--- src/rtl/ibex_alu_pext_seq64_if.sv ---
`default_nettype none
// ============================================================================
// Module      : ibex_alu_pext_seq64_if
// Description : Request, register-file and shared-adder bundle for the 64-bit
//               P-extension add/sub sequencer.
// Revision    : 1.0 - initial release
// ============================================================================
interface ibex_alu_pext_seq64_if;
    logic        en_i;
    logic        kill_i;
    logic [3:0]  op_i;
    logic [31:0] operand_a_i;
    logic [31:0] operand_b_i;
    logic        rf_sel_hi_o;
    logic        adder_req_o;
    logic [31:0] adder_a_o;
    logic [31:0] adder_b_o;
    logic        adder_cin_o;
    logic [32:0] adder_result_i;
    logic [31:0] result_o;
    logic        wb_valid_o;
    logic        wb_hi_o;
    logic        valid_o;
    logic        ov_o;
    logic        busy_o;

    modport slave (
        input  en_i, kill_i, op_i, operand_a_i, operand_b_i, adder_result_i,
        output rf_sel_hi_o, adder_req_o, adder_a_o, adder_b_o, adder_cin_o,
               result_o, wb_valid_o, wb_hi_o, valid_o, ov_o, busy_o
    );

    modport master (
        output en_i, kill_i, op_i, operand_a_i, operand_b_i, adder_result_i,
        input  rf_sel_hi_o, adder_req_o, adder_a_o, adder_b_o, adder_cin_o,
               result_o, wb_valid_o, wb_hi_o, valid_o, ov_o, busy_o
    );
endinterface
`default_nettype wire

--- src/rtl/ibex_alu_pext_seq64.sv ---
`default_nettype none
// ============================================================================
// Module      : ibex_alu_pext_seq64
// Description : Two-beat sequencer for RV32 P-ext 64-bit add/sub (wrap,
//               halving, saturating) on register pairs via the shared adder.
//               Saturation is built only with IBEX_PEXT_SEQ64_SAT_EN defined.
// Revision    : 1.0 - initial release
// ============================================================================
module ibex_alu_pext_seq64 (
    input  logic                          clk_i,
    input  logic                          rst_ni,
    ibex_alu_pext_seq64_if.slave          bus
);

    localparam logic [1:0] c_st_idle  = 2'd0;
    localparam logic [1:0] c_st_hi    = 2'd1;
    localparam logic [1:0] c_st_wb_lo = 2'd2;
    localparam logic [1:0] c_st_wb_hi = 2'd3;

    localparam logic [1:0] c_mode_half = 2'b01;
    localparam logic [1:0] c_mode_sat  = 2'b10;

    logic [1:0]  r_state;
    logic [1:0]  w_state_nxt;
    logic [3:0]  r_op;
    logic [31:0] r_sum_lo;
    logic [31:0] r_sum_hi;
    logic        r_c_lo;
    logic        r_bit64;

    logic        w_abort;
    logic        w_accept;
    logic        w_in_hi;
    logic        w_sub;
    logic        w_ext_a;
    logic        w_ext_b;
    logic        w_bit64;
    logic [63:0] w_res_wrap;
    logic [63:0] w_res_half;
    logic [63:0] w_final;
    logic        w_sat;
    logic        w_wb_lo;
    logic        w_wb_hi;

    // en_i dropping mid-op means the ID stage abandoned the instruction.
    assign w_abort  = bus.kill_i
                    | (!bus.en_i && (r_state == c_st_hi || r_state == c_st_wb_lo));
    assign w_accept = (r_state == c_st_idle) && bus.en_i && !bus.kill_i && rst_ni;
    assign w_in_hi  = (r_state == c_st_hi) && !w_abort;
    assign w_sub    = w_accept ? bus.op_i[0] : r_op[0];

    assign bus.rf_sel_hi_o = (r_state == c_st_hi);
    assign bus.adder_req_o = w_accept | w_in_hi;
    assign bus.adder_a_o   = bus.adder_req_o ? bus.operand_a_i : 32'd0;
    assign bus.adder_b_o   = bus.adder_req_o ? (bus.operand_b_i ^ {32{w_sub}}) : 32'd0;
    assign bus.adder_cin_o = w_accept ? bus.op_i[0] : (w_in_hi ? r_c_lo : 1'b0);

    // Bit 64 of the exact 65-bit result: extension bits of both operands
    // (B's already inverted for sub) plus the carry out of bit 63.
    assign w_ext_a = r_op[1] & bus.operand_a_i[31];
    assign w_ext_b = (r_op[1] & bus.operand_b_i[31]) ^ r_op[0];
    assign w_bit64 = w_ext_a ^ w_ext_b ^ bus.adder_result_i[32];

    assign w_res_wrap = {r_sum_hi, r_sum_lo};
    assign w_res_half = {r_bit64, r_sum_hi, r_sum_lo[31:1]};

`ifdef IBEX_PEXT_SEQ64_SAT_EN
    logic        w_ovf_signed;
    logic        w_ovf_unsigned;
    logic [63:0] w_sat_val;

    assign w_ovf_signed   = r_op[1] & (r_bit64 != r_sum_hi[31]);
    assign w_ovf_unsigned = !r_op[1] & r_bit64;
    assign w_sat          = (r_op[3:2] == c_mode_sat) & (w_ovf_signed | w_ovf_unsigned);
    // Signed clamps toward the sign of the true result; unsigned add clamps
    // high, unsigned sub (negative result) clamps to zero.
    assign w_sat_val = r_op[1] ? (r_bit64 ? 64'h8000_0000_0000_0000 : 64'h7FFF_FFFF_FFFF_FFFF)
                               : (r_op[0] ? 64'd0 : {64{1'b1}});
    assign w_final   = w_sat ? w_sat_val
                     : (r_op[3:2] == c_mode_half) ? w_res_half : w_res_wrap;
`else
    assign w_sat   = 1'b0;
    assign w_final = (r_op[3:2] == c_mode_half) ? w_res_half : w_res_wrap;
`endif

    assign w_wb_lo = (r_state == c_st_wb_lo) && !w_abort;
    assign w_wb_hi = (r_state == c_st_wb_hi) && !w_abort;

    assign bus.wb_valid_o = w_wb_lo | w_wb_hi;
    assign bus.wb_hi_o    = w_wb_hi;
    assign bus.valid_o    = w_wb_hi;
    assign bus.ov_o       = w_wb_hi & w_sat;
    assign bus.result_o   = w_wb_hi ? w_final[63:32] : (w_wb_lo ? w_final[31:0] : 32'd0);
    assign bus.busy_o     = (r_state != c_st_idle);

    always_comb begin
        w_state_nxt = r_state;
        if (w_abort) begin
            w_state_nxt = c_st_idle;
        end else begin
            case (r_state)
                c_st_idle:  if (w_accept) w_state_nxt = c_st_hi;
                c_st_hi:    w_state_nxt = c_st_wb_lo;
                c_st_wb_lo: w_state_nxt = c_st_wb_hi;
                c_st_wb_hi: w_state_nxt = c_st_idle;
                default:    w_state_nxt = c_st_idle;
            endcase
        end
    end

    always_ff @(posedge clk_i or negedge rst_ni) begin
        if (!rst_ni) begin
            r_state  <= c_st_idle;
            r_op     <= 4'd0;
            r_sum_lo <= 32'd0;
            r_sum_hi <= 32'd0;
            r_c_lo   <= 1'b0;
            r_bit64  <= 1'b0;
        end else begin
            r_state <= w_state_nxt;
            if (w_accept) begin
                r_op     <= bus.op_i;
                r_sum_lo <= bus.adder_result_i[31:0];
                r_c_lo   <= bus.adder_result_i[32];
            end
            if (w_in_hi) begin
                r_sum_hi <= bus.adder_result_i[31:0];
                r_bit64  <= w_bit64;
            end
        end
    end

endmodule
`default_nettype wire

--- src/flat_wrapper.sv ---
// flat-port wrapper written by rule: the top's interface ports become plain ports
module ibex_alu_pext_seq64_flat 
  (clk_i, rst_ni, bus_en_i, bus_kill_i, bus_op_i, bus_operand_a_i, bus_operand_b_i, bus_adder_result_i, bus_rf_sel_hi_o, bus_adder_req_o, bus_adder_a_o, bus_adder_b_o, bus_adder_cin_o, bus_result_o, bus_wb_valid_o, bus_wb_hi_o, bus_valid_o, bus_ov_o, bus_busy_o);
  ibex_alu_pext_seq64_if bus_i ();
  input  logic clk_i;
  input  logic rst_ni;
  input wire logic [$bits(bus_i.en_i)-1:0] bus_en_i;
  input wire logic [$bits(bus_i.kill_i)-1:0] bus_kill_i;
  input wire logic [$bits(bus_i.op_i)-1:0] bus_op_i;
  input wire logic [$bits(bus_i.operand_a_i)-1:0] bus_operand_a_i;
  input wire logic [$bits(bus_i.operand_b_i)-1:0] bus_operand_b_i;
  input wire logic [$bits(bus_i.adder_result_i)-1:0] bus_adder_result_i;
  output wire logic [$bits(bus_i.rf_sel_hi_o)-1:0] bus_rf_sel_hi_o;
  output wire logic [$bits(bus_i.adder_req_o)-1:0] bus_adder_req_o;
  output wire logic [$bits(bus_i.adder_a_o)-1:0] bus_adder_a_o;
  output wire logic [$bits(bus_i.adder_b_o)-1:0] bus_adder_b_o;
  output wire logic [$bits(bus_i.adder_cin_o)-1:0] bus_adder_cin_o;
  output wire logic [$bits(bus_i.result_o)-1:0] bus_result_o;
  output wire logic [$bits(bus_i.wb_valid_o)-1:0] bus_wb_valid_o;
  output wire logic [$bits(bus_i.wb_hi_o)-1:0] bus_wb_hi_o;
  output wire logic [$bits(bus_i.valid_o)-1:0] bus_valid_o;
  output wire logic [$bits(bus_i.ov_o)-1:0] bus_ov_o;
  output wire logic [$bits(bus_i.busy_o)-1:0] bus_busy_o;
  assign bus_i.en_i = bus_en_i;
  assign bus_i.kill_i = bus_kill_i;
  assign bus_i.op_i = bus_op_i;
  assign bus_i.operand_a_i = bus_operand_a_i;
  assign bus_i.operand_b_i = bus_operand_b_i;
  assign bus_i.adder_result_i = bus_adder_result_i;
  assign bus_rf_sel_hi_o = bus_i.rf_sel_hi_o;
  assign bus_adder_req_o = bus_i.adder_req_o;
  assign bus_adder_a_o = bus_i.adder_a_o;
  assign bus_adder_b_o = bus_i.adder_b_o;
  assign bus_adder_cin_o = bus_i.adder_cin_o;
  assign bus_result_o = bus_i.result_o;
  assign bus_wb_valid_o = bus_i.wb_valid_o;
  assign bus_wb_hi_o = bus_i.wb_hi_o;
  assign bus_valid_o = bus_i.valid_o;
  assign bus_ov_o = bus_i.ov_o;
  assign bus_busy_o = bus_i.busy_o;
  ibex_alu_pext_seq64 u_core (.clk_i(clk_i), .rst_ni(rst_ni), .bus(bus_i));
endmodule
--- config.mk ---
export PLATFORM = sky130hd
export DESIGN_NAME = ibex_alu_pext_seq64_flat
export DESIGN_NICKNAME = d
export VERILOG_FILES = /design/src/rtl/ibex_alu_pext_seq64_if.sv /design/src/rtl/ibex_alu_pext_seq64.sv /design/src/flat_wrapper.sv
export SDC_FILE = /design/constraint.sdc
export NUM_CORES = 1
export LEC_CHECK = 0
export BUFFER_PORTS_ARGS = -buffer_cell sky130_fd_sc_hd__buf_2
export CAP_MARGIN = 20
export CORE_ASPECT_RATIO = 1.5
export CORE_MARGIN = 3
export CORE_UTILIZATION = 30
export DETAILED_ROUTE_END_ITERATION = 12
export HOLD_SLACK_MARGIN = 0.08
export PLACE_DENSITY = 0.59
export SLEW_MARGIN = 20
export SYNTH_ARGS = -nofsm -noshare
export SYNTH_HDL_FRONTEND = slang
export SYNTH_SLANG_ARGS = --single-unit
--- constraint.sdc ---
create_clock -name clk_i -period 2.26 [get_ports clk_i]
set_clock_uncertainty 0.1 [all_clocks]
set_input_delay 0.339 -clock clk_i [delete_from_list [all_inputs] [get_ports clk_i]]
set_output_delay 0.339 -clock clk_i [all_outputs]
set_load 0.02 [all_outputs]
# Word level (Yosys, flattened, before mapping)
# Cells that the tools add are included.
[classes]
add_sub_neg = 0
n_mul = 0
div = 0
magnitude_cmp = 0
n_eq_ne = 5
shifts = 0
n_mux = 11
n_bitwise = 9
n_reduce_logical = 13
[ops]
columns = ["cell", "n"]
rows = [
  ["two-way mux 32 bit", 4],
  ["two-way mux 64 bit", 1],
  ["XOR 32 bit", 1],
  ["one-hot mux 2 bit (4 select lines)", 1],
  ["logical AND 1 bit", 7],
  ["equality test 2 x 1 -> 1 bit (second input constant)", 2],
  ["equality test 2 bit (second input constant)", 2],
  ["two-way mux 2 bit", 2],
  ["zero test 1 bit", 3],
  ["two-way mux 1 bit", 3],
  ["!= test 3 x 1 -> 1 bit (second input constant)", 1],
  ["OR 1 bit", 3],
  ["XOR 1 bit", 3],
  ["AND 1 bit", 2],
  ["zero test 2 bit", 1],
  ["nonzero test 2 bit", 1],
  ["logical OR 1 bit", 1],
]
[totals]
register_bits = 72
latch_bits = 0
ram_bits = 0
rom_bits = 0
input_bits = 105
out_inout_bits = 104
elab_cells = 44
n_memories = 0

# Longest topological paths before layout
# Gate-level depths: netlist (run 1).
[logic_depth]
word_depth = 8
ltp_mapped = 8
ltp_nobuf = 5

# Worst setup path before layout (run 1)
# Ideal clock, no wire load.
[synth_timing]
path_type = "register -> output"
start = "register u_core.r_state[1]"
end = "output bus_adder_b_o[22]"
arrival_time_ns = 1.890
required_ns = 1.821
setup_slack_ns = -0.069
stages_incl_launch_ff = 8
n_path_buf = 2
cell_sequence = "dfrtp_1 -> inv_1 -> ha_1 -> nor2b_1 -> a21oi_1 -> buf_2 -> buf_2 -> a211oi_1"
[synth_via]
elab_chain_cells = 8
word_cells_on_any_way = 15
classes_between = "eq/ne (2); mux (2); bitwise (3); reduce/logical (8)"
[synth_rtl]
columns = ["item", "line", "text"]
rows = [
  ["start: declaration", "ibex_alu_pext_seq64.sv:23", "logic [1:0] r_state;"],
  ["start signal: assignment", "ibex_alu_pext_seq64.sv:113", "r_state <= c_st_idle;"],
  ["start signal: assignment", "ibex_alu_pext_seq64.sv:120", "r_state <= w_state_nxt;"],
  ["equality test 2 x 1 -> 1 bit (*)", "-", ""],
  ["net bus_rf_sel_hi_o", "flat_wrapper.sv:13", "output wire logic [$bits(bus_i.rf_sel_hi_o)-1:0] bus_rf_sel_hi_o;"],
  ["logical OR 1 bit", "ibex_alu_pext_seq64.sv:47", "| (!bus.en_i && (r_state == c_st_hi || r_state == c_st_wb_lo));"],
  ["logical AND 1 bit", "ibex_alu_pext_seq64.sv:47", ""],
  ["OR 1 bit", "ibex_alu_pext_seq64.sv:47", ""],
  ["zero test 1 bit", "ibex_alu_pext_seq64.sv:49", "assign w_in_hi = (r_state == c_st_hi) && !w_abort;"],
  ["logical AND 1 bit (*)", "ibex_alu_pext_seq64.sv:49", ""],
  ["OR 1 bit (*)", "ibex_alu_pext_seq64.sv:53", "assign bus.adder_req_o = w_accept | w_in_hi;"],
  ["two-way mux 32 bit (*)", "ibex_alu_pext_seq64.sv:55", "assign bus.adder_b_o = bus.adder_req_o ? (bus.operand_b_i ^ {32{w_sub}}) : 32'd0;"],
  ["end: declaration", "flat_wrapper.sv:16", "output wire logic [$bits(bus_i.adder_b_o)-1:0] bus_adder_b_o;"],
]
# The timed path passes the listed nets; every way through them passes the cells marked *.

# Final worst setup path (run 1)
[layout_timing]
start = "register u_core.r_state[0]"
end = "output bus_adder_b_o[9]"
[layout_via]
elab_chain_cells = 8
word_cells_on_any_way = 15
classes_between = "eq/ne (2); mux (2); bitwise (3); reduce/logical (8)"
[layout_rtl]
columns = ["item", "line"]
rows = [
  ["equality test 2 x 1 -> 1 bit / equality test 2 bit (equally long branches)", "ibex_alu_pext_seq64.sv:47, ibex_alu_pext_seq64.sv:49"],
  ["logical OR 1 bit", "ibex_alu_pext_seq64.sv:47"],
  ["logical AND 1 bit", "ibex_alu_pext_seq64.sv:47"],
  ["OR 1 bit", "ibex_alu_pext_seq64.sv:47"],
  ["zero test 1 bit", "ibex_alu_pext_seq64.sv:49"],
  ["logical AND 1 bit", "ibex_alu_pext_seq64.sv:49"],
  ["OR 1 bit", "ibex_alu_pext_seq64.sv:53"],
  ["two-way mux 32 bit (*)", "ibex_alu_pext_seq64.sv:55"],
]
# Every way passes the cells marked *; elsewhere a longest branch is shown, timed or not.

==> results.py, run 1 <==
metrics = {
    "clock_network": {
        "cts_buffer_depth": 2,
        "cts_root_buffer": "clkbuf_16",
        "path_clk_slew_ps": 60,
        "cts_buffers": 9,
        "h-tree-depth": 3,
        "cts_tree": "built",
        "clkLatencyLatePin_ps": 320,
        "cts_sinks": 72,
    },
    "status": {
        "status": "complete, but fails checks",
        "violations": "negative setup slack",
    },
    "die": {
        "coreArea_sq_um": 18500,
        "die_h_um": 174,
        "die-width_um": 118,
        "die_area_sq_um": 20600,
        "rows": 61,
        "start_util": 0.306,
        "io_pins": 209,
    },
    "placed_design": {
        "place_congestion": 0.729,
        "pre_cts_ws_ps": 0.00289,
        "dpl.hpwl_um": 12100,
        "io_buffers": 207,
    },
    "worst_setup_path": {
        "critPathMaxStageDelay_ps": 420,
        "critPathKind": "flop to primary output",
        "critPathLaunchType": "flop",
        "reg2reg_slack_ps": 360,
        "endpoint_kind": "primary output",
        "crit_chain": "inv_2 -> ha_4 -> nor2b_4 -> a21oi_4 -> buf_12 -> buf_4 -> buf_12 -> a211oi_1 -> buf_2",
        "cp_common_cell": "buf_12",
        "crit_arrival_ps": 2050,
        "slowest_stage": "dfrtp_2",
        "required_ps": 1820,
        "crit_fanout": 11,
        "cp_top_family": "buffers and inverters",
        "crit_buf_inv": 5,
    },
    "min_path": {
        "hp-class": "primary input to flop",
    },
    "yosys": {
        "syn_avg_cell_area_sq_um": 8.47,
        "postSynthCellCount": 670,
        "syn_nets": 780,
        "yosysSeqAreaShare": 0.318,
        "ys_ff_latch": 72,
        "synth_edf_count": 0,
        "async_flop_share": 1.00,
        "synthFlopType": "dfrtp_1",
        "synthDistinctLibCells": 39,
        "synth.yosys.warnings": 0,
        "synth_area_sq_um": 5670,
    },
    "timing": {
        "setup-violations-final": 97,
        "tns_ps": -15560,
        "whs_ps": 104,
        "finalHoldViolCount": 0,
        "fin_ws_ps": -224,
        "slew_headroom": 0.415,
        "period_minus_slack_ps": 2480,
        "fmax_ghz": 0.403,
        "slew_violations": 0,
        "rsz0062_at_grt": "yes",
        "tightest_slew_ps": 878,
        "finalCritPeriodShare": 1.10,
    },
    "power": {
        "p_leak_nw": 4.10,
        "peakVddDrop_v": 0.000618,
        "pwr_density_cell_nw_per_um2": 1170,
        "p_total_mw": 10.3,
    },
    "global_route": {
        "grt_max_degree": 68,
        "grt_pass1_vias": 5712,
        "overflow": 0,
        "grt_pass1_wl_um": 29400,
        "track_usage": 0.174,
        "antenna_found_initial": 3,
    },
    "cells_and_area": {
        "fin_util": 0.476,
        "diodes": 0,
        "nets": 995,
        "layout_commonest_cell": "buf_2",
        "drive_gt1_frac": 0.456,
        "syn2layout_area_growth_pct": 55.7,
        "final_cell_mix": "buf_2, nor2b_1, nand2_1",
    },
    "routing": {
        "wire_per_inst_um": 16.7,
        "vias": 5549,
        "route.detailed.drc": 0,
        "dr.pass1.iters": 4,
        "postRouteAntennaNets": 0,
        "avgViaCountPerCell": 4.86,
        "routed_wirelength_um": 19000,
        "drtIter0Drc": 163,
    },
    "flow_run": {
        "drv_cap": 0,
    },
}
-- worst min-delay path, cell delays in order --
cell     delay (ps)
buf_2            80
nand2_1          40
nand2_1          40
-- power by group --
part           internal (mW)  switching (mW)  total (mW)
Clock                  0.855           0.539        1.39
Sequential              1.95           0.577        2.52
Combinational           3.14            3.27        6.41
-- per-stage QoR --
step | instances | area (sq um)
6_report | 1142 | 8830
5_1_grt | 1142 | 8830
4_1_cts | 1135 | 8180
3_5_place_dp | 1095 | 7120
3_3_place_gp | 1095 | 7120
2_1_floorplan | 670 | 5740
-- layout make-up --
class                           count  area, sq um
Fill cell                        1773         9720
Multi-Input combinational cell    530         4170
Timing Repair Buffer              266         2230
Sequential cell                    72         1800
Tap cell                          252          315
Clock buffer                       11          233
Clock inverter                      5         57.6
Inverter                            6         22.5
-- routing by layer --
layer	wire length (um)	global-route usage	up-vias
met5	51	0	-
li1	-	-	2741
met4	247	0.0533	6
met1	7700	0.198	2658
met2	10300	0.328	122
met3	718	0.0273	22
-- sequential cells by signal, indices dropped and copies added, names as in the netlist --
name             count
u_core.r_sum_hi     32
u_core.r_op          4
u_core.r_sum_lo     32
u_core.r_c_lo        1
u_core.r_bit64       1
u_core.r_state       2
-- synth_stat cells (2+ instances only) --
cell type	count	area, sq um
nor2_1	2	7.51
o21ai_0	35	175
buf_4	9	67.6
mux2i_1	64	641
a211oi_2	4	50.1
o22ai_1	32	200
inv_1	6	22.5
nand2b_1	3	18.8
a21oi_1	3	15.0
nand3_1	2	10.0
ha_1	5	62.6
nor2b_1	129	807
clkbuf_4	3	22.5
mux2_2	22	248
mux2_1	10	113
a211oi_1	28	210
buf_2	17	85.1
o21ai_1	26	130
dfrtp_1	72	1800
buf_6	4	45.0
clkbuf_1	28	105
nor3b_1	32	240
o21ai_2	6	52.6
nand2_1	112	420
xor2_1	2	17.5
-- worst paths after layout --
check | from | end | depth (start not counted)
setup / recovery | u_core.r_state[0]$_DFFE_PN0P_ | bus_adder_b_o[9] | 9
hold / removal | bus_op_i[3] | u_core.r_op[3]$_DFFE_PN0P_ | 3
setup reg to reg | u_core.r_state[0]$_DFFE_PN0P_ | u_core.r_sum_hi[16]$_DFFE_PN0P_ | 6
hold reg to reg | u_core.r_op[3]$_DFFE_PN0P_ | u_core.r_op[3]$_DFFE_PN0P_ | 2
max in group asynchronous | rst_ni | u_core.r_sum_hi[17]$_DFFE_PN0P_ | 2
min in group asynchronous | rst_ni | u_core.r_sum_hi[30]$_DFFE_PN0P_ | 2
-- cells by family after synthesis --
logic type      Yosys count  synth area share
compound gates          140             0.155
xor+xnor                  2           0.00309
flops                    72             0.318
other cells               1          0.000661
fa+ha+maj                 5            0.0110
simple gates            286             0.274
mux                      96             0.176
buf+inv                  68            0.0620
-- timing repair --
item / in CTS / in global routing
hold buffers: 1 / 0
resized for setup: 126 / 103
pin swaps: 22 / 9
buffers inserted: 18 / 2
cloned: 6 / 7
hold endpoints to repair: 5 / 0
endpoints found under the setup margin: 100 / 100
Power figures use the tool's default switching activity.
==> inputs of run 2 (changes only) <==
CELL_PAD_IN_SITES_DETAIL_PLACEMENT = 0   (was default)
CELL_PAD_IN_SITES_GLOBAL_PLACEMENT = 1   (was default)
PLACE_DENSITY = 0.75   (was 0.59)
==> run 2 against run 1 <==
  * The run still ends with negative setup slack left
  * Sequential power about the same
  * Combinational power down 7.3%
  * Critical path depth down 2
  * Sequential cell count unchanged
  * First-iteration DRC count up 53%
  * Via count down 0.14%
  * Largest cell class unchanged
==> results.py, run 2 (synthesis results as in run 1) <==
metrics = {
    "cells_and_area": {
        "fill_cells": 1756,
        "diodes": 0,
        "final_cells": 1132,
        "layout_commonest_cell": "buf_2",
        "syn2layout_area_growth_pct": 56.4,
        "nets": 986,
        "drive_gt1_frac": 0.456,
        "fin_area_sq_um": 8870,
        "multi_input_area_sq_um": 4280,
        "area.sequential_sq_um": 1800,
        "fin_util": 0.478,
        "largestRegisters": "u_core.r_sum_hi x32, u_core.r_sum_lo x32, u_core.r_op x4",
        "final_cell_mix": "buf_2, nor2b_1, nand2_1",
    },
    "power": {
        "combPwrFrac": 0.589,
        "power_switching_share": 0.435,
        "p_leak_nw": 4.05,
        "p_int_mw": 5.69,
        "seq_power_share": 0.251,
        "peakVddDrop_v": 0.000625,
        "power_switching_mw": 4.38,
        "pwr_density_cell_nw_per_um2": 1140,
        "clkPwrFrac": 0.160,
    },
    "global_route": {
        "track_usage": 0.176,
        "grt_pass1_wl_um": 29800,
        "antenna_found_initial": 1,
        "overflow": 0,
        "grt_pass1_vias": 5588,
        "grt_max_degree": 71,
    },
    "clock_network": {
        "cts_tree": "built",
        "cts_buffer_depth": 2,
        "cts_sinks": 72,
        "h-tree-depth": 3,
        "cts_buffers": 9,
        "clkLatencyLatePin_ps": 330,
        "cts_root_buffer": "clkbuf_16",
        "path_clk_slew_ps": 60,
    },
    "worst_setup_path": {
        "critPathLaunchType": "flop",
        "crit_chain": "inv_2 -> ha_4 -> and4b_4 -> clkbuf_16 -> o21ai_1 -> a211oi_2 -> buf_4",
        "cp-startpoint": "u_core.r_state[1]$_DFFE_PN0P_",
        "crit_arrival_ps": 2000,
        "slowest_stage": "dfrtp_1",
        "critPathKind": "flop to primary output",
        "reg2reg_depth": 9,
        "crit_fanout": 8,
        "critPathMaxStageDelay_ps": 390,
        "crit_end": "bus_adder_b_o[11]",
        "reg2reg_slack_ps": 220,
        "rr_endpoint": "u_core.r_op[2]$_DFFE_PN0P_",
        "regToRegStartpoint": "u_core.r_state[1]$_DFFE_PN0P_",
        "required_ps": 1820,
        "endpoint_kind": "primary output",
    },
    "placed_design": {
        "dpl.cell_count": 1088,
        "dpl.hpwl_um": 12000,
        "io_buffers": 207,
        "post_dp_cell_area_sq_um": 7100,
        "place_congestion": 0.735,
        "pre_cts_ws_ps": 12.2,
    },
    "die": {
        "rows": 61,
        "io_pins": 209,
        "coreArea_sq_um": 18500,
        "start_util": 0.306,
        "die-width_um": 118,
        "die_h_um": 174,
        "die_area_sq_um": 20600,
    },
    "routing": {
        "postRouteAntennaNets": 0,
        "routed_wirelength_um": 19000,
        "vias": 5541,
        "avgViaCountPerCell": 4.89,
        "route.detailed.drc": 0,
        "wire_per_inst_um": 16.8,
        "dr.pass1.iters": 4,
        "drtIter0Drc": 249,
    },
    "timing": {
        "slew_headroom": 0.392,
        "fmax_ghz": 0.409,
        "period_minus_slack_ps": 2440,
        "finalHoldViolCount": 0,
        "slew_violations": 0,
        "finalCritPeriodShare": 1.08,
        "rsz0062_at_grt": "yes",
        "setup-violations-final": 99,
        "fin_ws_ps": -182,
        "tightest_slew_ps": 913,
        "whs_ps": 106,
    },
    "status": {
        "status": "complete, but fails checks",
        "violations": "negative setup slack",
    },
    "flow_run": {
        "drv_cap": 0,
    },
    "min_path": {
        "hp-class": "primary input to flop",
    },
}
-- run 2: changes by cell type in the layout (fill, tap and decap cells not counted), sizes merged --
cell | before | now
clkbuf | 17 | 13
clkinv | 4 | 3
buf | 259 | 252
bufinv | 1 | 3
-- run 2: worst min-delay path by stage --
| stage | startpoint | end | slack [ps] | depth (start not counted) |
|---|---|---|---|---|
| final | bus_adder_result_i[26] | u_core.r_sum_lo[26]$_DFFE_PN0P_ | 110 | 3 |
| after CTS | bus_op_i[3] | u_core.r_op[3]$_DFFE_PN0P_ | 90 | 3 |
| after global placement | rst_ni | u_core.r_state[0]$_DFFE_PN0P_ | 50 | 1 |
| after global routing | bus_adder_result_i[16] | u_core.r_sum_lo[16]$_DFFE_PN0P_ | 110 | 3 |
| after floorplan | rst_ni | u_core.r_bit64$_DFFE_PN0P_ | -60 | 0 |
| after detailed placement | rst_ni | u_core.r_state[1]$_DFFE_PN0P_ | 60 | 1 |
-- run 2: routing by layer --
metal / track usage / up-vias / routed length, um
li1: - / 2731 / -
met1: 0.209 / 2657 / 7620
met2: 0.323 / 129 / 10300
met3: 0.0280 / 22 / 768
met4: 0.0567 / 2 / 340
met5: 0 / - / 13
-- run 2: final cells by class --
| type | count | share of cell area |
|---|---|---|
| multi-input combinational | 530 | 0.483 |
| inverter | 6 | 0.00338 |
| tap | 252 | 0.0355 |
| sequential | 72 | 0.203 |
| timing repair buffer | 257 | 0.237 |
| clock inverter | 6 | 0.0123 |
| clock buffer | 9 | 0.0254 |
-- run 2: power by group through the flow --
stage	combinational, mW	clock (mW)	sequential [mW]
after global placement	4.47	0	2.52
after detailed placement	4.56	0	2.53
after global routing	6.46	1.70	2.62
after floorplan	3.41	0	2.30
final	5.94	1.61	2.53
after CTS	5.63	1.65	2.51
-- run 2: timing repair --
action,4_1_cts,5_1_grt
endpoints found under the hold margin,2,0
pin swaps,4,42
gates resized for setup,169,72
endpoints found under the setup margin,101,101
cloned,6,4
hold buffers,1,0
setup buffers,10,9
-- run 2: through the flow --
stage / TNS (ps) / power [mW]
floorplan: -2120 / 5.71
global placement: -3.01 / 6.99
detailed placement: 0 / 7.09
CTS: -14090 / 9.79
global route: -20600 / 10.8
finish: -12720 / 10.1
-- run 2: critical path, delay by kind of cell (launching register included) --
kind	cells	cell delay (ps)
AO/OA/AOI/OAI	2	290
flip-flops	1	390
adder cells (fa/ha/maj)	1	160
AND/OR/NAND/NOR	1	350
buffers and inverters	3	480
